===== src/rtl/fault_campaign_ctrl.sv =====
// fault_campaign_ctrl: serial stuck-at fault campaign sequencer for the
// 64x64 multiplier netlist. One golden pass, then one pass per fault ID.
// Each pass compacts the product stream into a 32-bit MISR, and the
// result is reported over a valid/ready port.
// Ports:
//   clk, rst                 clock, async active-high reset
//   start                    launch campaign (sampled in IDLE)
//   fid_start, fid_end       fault-ID range [start, end), captured at start
//   busy, done               campaign running / one-cycle end pulse
//   fault_id, fault_en       fault select and MUX enable to the netlist
//   a_op, b_op               registered operands to the netlist
//   f_in                     netlist product
//   res_valid, res_ready     result handshake
//   res_fid, res_detected    fault ID of result, signature != golden
//   res_sig                  faulty-pass signature
//   det_count, undet_count   saturating result counters
// Optional feature: define FCC_COUNTERS_EN to add det_count/undet_count.
module fault_campaign_ctrl #(
    parameter int FID_W   = 16,
    parameter int STEPS   = 256,
    parameter int DUT_LAT = 1,
    parameter int SIG_W   = 32
) (
    input  logic             clk,
    input  logic             rst,
    input  logic             start,
    input  logic [FID_W-1:0] fid_start,
    input  logic [FID_W-1:0] fid_end,
    output logic             busy,
    output logic             done,
    output logic [FID_W-1:0] fault_id,
    output logic             fault_en,
    output logic [63:0]      a_op,
    output logic [63:0]      b_op,
    input  logic [127:0]     f_in,
    output logic             res_valid,
    input  logic             res_ready,
    output logic [FID_W-1:0] res_fid,
    output logic             res_detected,
    output logic [SIG_W-1:0] res_sig
`ifdef FCC_COUNTERS_EN
    ,
    output logic [FID_W-1:0] det_count,
    output logic [FID_W-1:0] undet_count
`endif
);

    localparam int QW    = $clog2(STEPS);
    localparam int CNT_W = QW + 2;

    localparam logic [CNT_W-1:0] RUN_LAST  = CNT_W'(STEPS - 1);
    localparam logic [CNT_W-1:0] PASS_LAST = CNT_W'(STEPS + DUT_LAT - 1);
    localparam logic [CNT_W-1:0] LAT       = CNT_W'(DUT_LAT);

    localparam logic [63:0]      SEED = 64'h0123_4567_89AB_CDEF;
    localparam logic [SIG_W-1:0] POLY = SIG_W'(32'h0040_0007);

    typedef enum logic [2:0] {
        S_IDLE,
        S_GOLD_RUN,
        S_GOLD_DRAIN,
        S_FAULT_RUN,
        S_FAULT_DRAIN,
        S_REPORT,
        S_DONE
    } state_t;

    state_t state, state_n;

    logic [CNT_W-1:0] cnt;
    logic [CNT_W-1:0] step_n;
    logic [1:0]       quarter_n;
    logic [7:0]       pat_n;
    logic [FID_W-1:0] fid;
    logic [FID_W-1:0] fid_inc;
    logic [FID_W-1:0] fid_last;
    logic             empty;
    logic [SIG_W-1:0] sig;
    logic [SIG_W-1:0] gold_sig;
    logic [SIG_W-1:0] misr_n;
    logic [31:0]      fold;
    logic [63:0]      lfsr_n;

    logic load;
    logic accept;
    logic in_run;
    logic in_pass;
    logic in_gold;
    logic in_fault;
    logic run_last;
    logic pass_last;
    logic hs;

    assign in_run   = (state == S_GOLD_RUN) || (state == S_FAULT_RUN);
    assign in_gold  = (state == S_GOLD_RUN) || (state == S_GOLD_DRAIN);
    assign in_fault = (state == S_FAULT_RUN) || (state == S_FAULT_DRAIN);
    assign in_pass  = in_gold || in_fault;

    assign run_last  = (cnt == RUN_LAST);
    assign pass_last = (cnt == PASS_LAST);
    assign accept    = (state == S_IDLE) && start;
    assign hs        = (state == S_REPORT) && res_ready;
    assign fid_inc   = fid + FID_W'(1);

    assign busy      = (state != S_IDLE) && (state != S_DONE);
    assign done      = (state == S_DONE);
    assign res_valid = (state == S_REPORT);
    assign fault_en  = in_fault;
    assign fault_id  = (in_fault || state == S_REPORT) ? fid : '0;

    // Fibonacci LFSR, taps 64,63,61,60
    assign lfsr_n = {a_op[62:0], a_op[63] ^ a_op[62] ^ a_op[60] ^ a_op[59]};

    assign fold = f_in[31:0] ^ f_in[63:32] ^ f_in[95:64] ^ f_in[127:96];

    assign misr_n = {sig[SIG_W-2:0], 1'b0}
                  ^ (sig[SIG_W-1] ? POLY : '0)
                  ^ SIG_W'(fold);

    // b_op pattern for the step that follows the current one
    assign step_n    = cnt + CNT_W'(1);
    assign quarter_n = 2'(step_n >> (QW - 2));

    always_comb begin
        case (quarter_n)
            2'd0:    pat_n = 8'hAA;
            2'd1:    pat_n = 8'h55;
            2'd2:    pat_n = 8'hFF;
            default: pat_n = 8'h0F;
        endcase
    end

    always_comb begin
        state_n = state;
        load    = 1'b0;
        unique case (state)
            S_IDLE: begin
                if (start) begin
                    state_n = S_GOLD_RUN;
                    load    = 1'b1;
                end
            end
            S_GOLD_RUN, S_GOLD_DRAIN: begin
                // with DUT_LAT=0 the pass ends in RUN and DRAIN is skipped
                if (pass_last) begin
                    if (empty) begin
                        state_n = S_DONE;
                    end else begin
                        state_n = S_FAULT_RUN;
                        load    = 1'b1;
                    end
                end else if (run_last) begin
                    state_n = S_GOLD_DRAIN;
                end
            end
            S_FAULT_RUN, S_FAULT_DRAIN: begin
                if (pass_last) begin
                    state_n = S_REPORT;
                end else if (run_last) begin
                    state_n = S_FAULT_DRAIN;
                end
            end
            S_REPORT: begin
                if (res_ready) begin
                    if (fid_inc == fid_last) begin
                        state_n = S_DONE;
                    end else begin
                        state_n = S_FAULT_RUN;
                        load    = 1'b1;
                    end
                end
            end
            S_DONE: begin
                state_n = S_IDLE;
            end
            default: begin
                state_n = S_IDLE;
            end
        endcase
    end

    always_ff @(posedge clk or posedge rst) begin
        if (rst) begin
            state <= S_IDLE;
        end else begin
            state <= state_n;
        end
    end

    always_ff @(posedge clk or posedge rst) begin
        if (rst) begin
            cnt          <= '0;
            a_op         <= '0;
            b_op         <= '0;
            sig          <= '0;
            gold_sig     <= '0;
            fid          <= '0;
            fid_last     <= '0;
            empty        <= 1'b0;
            res_fid      <= '0;
            res_detected <= 1'b0;
            res_sig      <= '0;
        end else begin
            if (accept) begin
                fid      <= fid_start;
                fid_last <= fid_end;
                empty    <= (fid_end <= fid_start);
            end else if (hs) begin
                fid <= fid_inc;
            end

            if (load) begin
                cnt  <= '0;
                a_op <= SEED;
                b_op <= {56'd0, 8'hAA};
                sig  <= '0;
            end else if (in_pass) begin
                cnt <= cnt + CNT_W'(1);
                // operands hold on the last step and through DRAIN
                if (in_run && !run_last) begin
                    a_op <= lfsr_n;
                    b_op <= {56'd0, pat_n};
                end
                // first DUT_LAT cycles of a pass see stale products
                if (cnt >= LAT) begin
                    sig <= misr_n;
                end
            end

            if (in_gold && pass_last) begin
                gold_sig <= misr_n;
            end

            if (in_fault && pass_last) begin
                res_fid      <= fid;
                res_sig      <= misr_n;
                res_detected <= (misr_n != gold_sig);
            end
        end
    end

`ifdef FCC_COUNTERS_EN
    always_ff @(posedge clk or posedge rst) begin
        if (rst) begin
            det_count   <= '0;
            undet_count <= '0;
        end else if (accept) begin
            det_count   <= '0;
            undet_count <= '0;
        end else if (hs) begin
            if (res_detected && det_count != '1) begin
                det_count <= det_count + FID_W'(1);
            end
            if (!res_detected && undet_count != '1) begin
                undet_count <= undet_count + FID_W'(1);
            end
        end
    end
`endif

endmodule

===== config.mk =====
export PLATFORM = sky130hd
export DESIGN_NAME = fault_campaign_ctrl
export DESIGN_NICKNAME = d
export VERILOG_FILES = /design/src/rtl/fault_campaign_ctrl.sv
export SDC_FILE = /design/constraint.sdc
export NUM_CORES = 1
export LEC_CHECK = 0
export ABC_AREA = 1
export CORE_MARGIN = 4
export CORE_UTILIZATION = 40
export CTS_CLUSTER_SIZE = 30
export DETAILED_ROUTE_END_ITERATION = 8
export DONT_BUFFER_PORTS = 1
export PLACE_DENSITY = 0.55
export RECOVER_POWER = 25
export SKIP_CTS_REPAIR_TIMING = 1
export SLEW_MARGIN = 0
export SYNTH_ARGS = -nofsm -noshare
export SYNTH_HDL_FRONTEND = slang
export SYNTH_SLANG_ARGS = --single-unit

===== constraint.sdc =====
create_clock -name clk -period 7.06 [get_ports clk]
set_input_delay 1.412 -clock clk [delete_from_list [all_inputs] [get_ports clk]]
set_output_delay 1.412 -clock clk [all_outputs]
set_load 0.01 [all_outputs]

# --- Word-level counts from Yosys, hierarchy flattened ---
# Index checks and enable logic that the tools add are counted.
# Widths: inputs -> output; s select.
classes:
  reduce_logical: 24
  n_mul: 0
  magnitude_cmp: 2
  eq_ne: 17
  div: 0
  bitwise_logic: 8
  muxes: 31
  shift: 0
  addsub: 2
op_table:
  columns: ["operator", "count"]
  rows:
  - ["$mux 64", 6]
  - ["$xor 32x32->32", 4]
  - ["$mux 32", 3]
  - ["$mux 16", 3]
  - ["$ne 32x32->1", 1]
  - ["$xor 32x23->32", 1]
  - ["$mux 3", 8]
  - ["$pmux 8 s3", 1]
  - ["$mux 23", 1]
  - ["$mux 10", 2]
  - ["$add 16x1->16 const B", 1]
  - ["$eq 16x16->1", 1]
  - ["$le 16x16->1", 1]
  - ["$pmux 3 s4", 1]
  - ["$add 10x1->10 const B", 1]
  - ["$eq 10x8->1 const B", 1]
  - ["$eq 10x9->1 const B", 1]
  - ["$ge 10x1->1 const B", 1]
  - ["$eq 3x3->1 const B", 3]
  - ["$ne 3x3->1 const B", 3]
  - ["$reduce_bool 2->1", 4]
  - ["$eq 3x2->1 const B", 2]
  - ["$logic_and 1x1->1", 6]
  - ["$logic_or 1x1->1", 5]
  - ["other kinds (15)", 23]
word_totals:
  inputBits: 164
  n_memories: 0
  elab_cells: 96
  mem_bits_ro: 0
  out_inout_bits: 197
  latch_bits: 0
  register_bits: 287
  mem_bits_rw: 0

# --- Logic depth before layout (Yosys ltp) ---
logic_depth:
  word_depth: 7
  depth_mapped: 17
  mapped_depth_nobuf: 16

# --- Worst setup path before layout ---
# OpenSTA, ideal clock, no wires.
synth_timing:
  path_kind: "reg2out"
  start: "register state[0]"
  end: "output fault_id[10]"
  arrival_ns: 1.620
  stages_incl_launch_ff: 8
  path_slack_ns: 4.028
  cell_sequence: "dfrtp_1 > inv_1 > nor3_2 > inv_1 > nand2_1 > clkbuf_1 > nand2_1 > inv_1"
synth_via:
  word_cells_on_any_way: 6
synth_lines:
  columns: ["item", "line_no", "source"]
  rows:
  - ["start, declared", "68", "state_t state, state_n;"]
  - ["start signal, assigned", "186", "state <= state_n;"]
  - ["$eq 3x3->1", null, null]
  - ["net res_valid", "36", "output logic res_valid,"]
  - ["$logic_or 1x1->1", "109", "assign fault_id = (in_fault || state == S_REPORT) ? fid : '0;"]
  - ["$mux 16", "109", null]
  - ["end, declared", "31", "output logic [FID_W-1:0] fault_id,"]
# The timed path passes the listed nets, and every way through them passes these cells.

==> metrics <==
share of cells above drive strength 1=5.89%; grt ovf=0; initial antenna violation count=0; largest net degree at the start of global routing=~150; area of the core=0.0337 mm^2; I/O Pins=~360; worst hold path type=reg -> reg; Slowest-stage cell, CP=clkbuf_1; DP Wirelength=26400 um; DRC=0; area occupied by multi-input gates=0.00655 mm^2; Reg clk slew, reported paths=0.06 ns; Crit. path cell count=2; CTS sink cnt=227; routability congestion estimate=0.806; achievable frequency=234 MHz; Worst EP required=7.16 ns; DRT Pass-1 Iters=5; FP Rows=67; Setup Skew=0.0200 ns; synthesized area per cell=7.25 um^2; Slew HR=-76.0%; Slew @ Worst Pin=2.64 ns; CP endpoint kind=async pin; Lkg Pwr=7.83 nW; Crit Path Max Fanout=47; DR vias/cell=4.83; Post-Synthesis Cells=1891; Top FF cell, synth=dfrtp_1; minimum clock period=~4.3 ns; CP bufs+invs=2; YS warnings=0; die extent in x=193 um; critical path type=in -> async; Routed WL=36700 um; status=complete, but fails checks; Die Y=193 um; Root Driver=clkbuf_16; Setup TNS Final=0 ns; first-pass GRT wire length=~57000 um; period utilization=60.5%; vias in the first global route=about 11000; crit-path cells=clkinvlp_2 > clkbuf_1; Startpoint Class=primary input; hold path depth=2; Post-DRT Antenna Nets=0; Final setup viols=0; Clock Latency Late Sink=~0.56 ns; Cell Area, Synth=0.0137 mm^2; Max Cap Viol=2; Starting DRT DRC Count=565; peak supply drop=0.163 mV; Nets=about 2000; synth top area cells=dfrtp_1 (41%), nand2_1 (16%), inv_1 (6.9%), nand3_1 (5.7%), o21ai_0 (5.5%); critical path's top delay family=buffers and inverters; RSZ-0062 raised after global routing=false; drt wl/cell=15.7 um; ys async rst share=100%; crit path DAT=4.37 ns; Initial Utilization=40.7%; Yosys cell types=42; Hold Slack=between 0.4 and 0.5 ns; Area growth syn-to-layout=8.39%; Antenna diodes=0; power density relative to cell area=237 mW/mm^2; part of the Yosys area used for sequential elements=about two fifths; IO buf count=0; violated checks=max-capacitance violations, max-slew violations; Fillers=3490; number of synthesized flops with an enable pin=0; Synth top area share=just over 40%; synthesis-stage register bit count=227; H-Tree Depth=1; Slew Viols, Final=83; die area=0.0373 mm^2; Largest stage delay, worst path=1.95 ns; total track usage=approximately a fifth; Num CTS Buffers=29; routed vias=approximately 11000; FF/Latch Area=around 0.0057 mm^2; reg2reg path depth=13; Clock Tree Buf Depth=3; Final Hold Fails=0; leading area contributor after synthesis=dfrtp_1; TritonCTS clock tree=yes
## synthesized netlist by cell type, types with 2 or more instances
cell type    n
inv_2        2
clkbuf_1    41
buf_2       14
xnor2_1     48
o221ai_1    14
nor3_1       3
nand2_1    583
nor2_1     133
o21ai_1      2
dfrtp_1    227
xor2_1      20
o21ai_0    151
nor2_4       5
nand2_2      4
inv_1      251
ha_1        22
a21oi_1     35
nand4_1     14
nor3b_1      2
mux2i_1     15
nor2_2      25
or2_2       11
buf_4       60
buf_6        5
nand3_1    156
nand3b_1    32
## final timing paths
check / slack, ns / start / end
max in group clk: 3.11 / state[0] / fault_id[14]
max reg2reg: 3.61 / fid[1] / sig[27]
max: 2.79 / rst / res_sig[9]
min: 0.50 / fid_last[3] / fid_last[3]
min reg2reg: 0.50 / fid_last[3] / fid_last[3]
min in group asynchronous: 1.16 / rst / res_sig[27]
## report_power, final
part	switching [mW]	internal (mW)
Combinational	0.339	0.187
Sequential	0.0455	1.35
Clock	0.608	0.993
## cells in the final DEF, fill, tap and decap left out, types with 2 or more instances in the layout
cell type / instances
nand2_1: 581
inv_1: 250
dfrtp_1: 227
nand3_1: 156
o21ai_0: 151
nor2_1: 134
conb_1: 56
xnor2_1: 48
a21oi_1: 35
nand3b_1: 32
clkbuf_16: 29
nor2_2: 24
ha_1: 22
xor2_1: 20
mux2i_1: 15
nand4_1: 14
o221ai_1: 14
or2_2: 11
clkinv_2: 7
nand2_2: 5
nor2_4: 5
clkbuf_8: 5
bufinv_16: 5
buf_4: 4
nor3_1: 3
clkinv_4: 3
o21ai_1: 2
nor3b_1: 2
inv_2: 2
inv_6: 2
## cell families after synthesis
| logic type | count (synthesis) | synth area share (%) |
|---|---|---|
| buf+inv | 374 | 12.3 |
| other cells | 1 | 0.0274 |
| compound gates | 209 | 8.15 |
| flops | 227 | 41.4 |
| mux | 15 | 1.10 |
| xor+xnor | 68 | 4.35 |
| fa+ha+maj | 22 | 2.01 |
| simple gates | 975 | 30.6 |
## routing by layer
metal	GRT usage, %	wire [um]
met1	24.8	15700
met2	31.5	17000
met3	4.43	2690
met5	0	0
met4	6.26	1240
## stage by stage
stage	util [%]	cell area, um^2	worst slack, ns	power [mW]	cells
2_1_floorplan	-	13900	2.68	1.85	1946
3_3_place_gp	41.0	13800	2.81	1.94	2280
3_5_place_dp	41.0	13800	2.80	1.95	2280
4_1_cts	44.1	14900	3.06	3.59	2333
5_1_grt	44.1	14900	1.94	3.73	2333
6_report	44.1	14900	2.79	3.52	2333
## area by class of cell
cell class | instances | share of cell area (%)
Sequential cell | 227 | 38.2
Clock inverter | 19 | 1.73
Clock buffer | 34 | 5.35
Tap cell | 448 | 3.77
Timing Repair Buffer | 6 | 0.362
Multi-Input combinational cell | 1345 | 44.1
Inverter | 254 | 6.43
## state kept, by name (all words and copies together), names as in the netlist, 3 cells and up
signal	count
state	3
sig	32
fid_last	16
res_fid	16
b_op	4
res_sig	32
fid	16
cnt	10
a_op	64
gold_sig	32
Note: power is estimated with default switching activity, not from simulation.
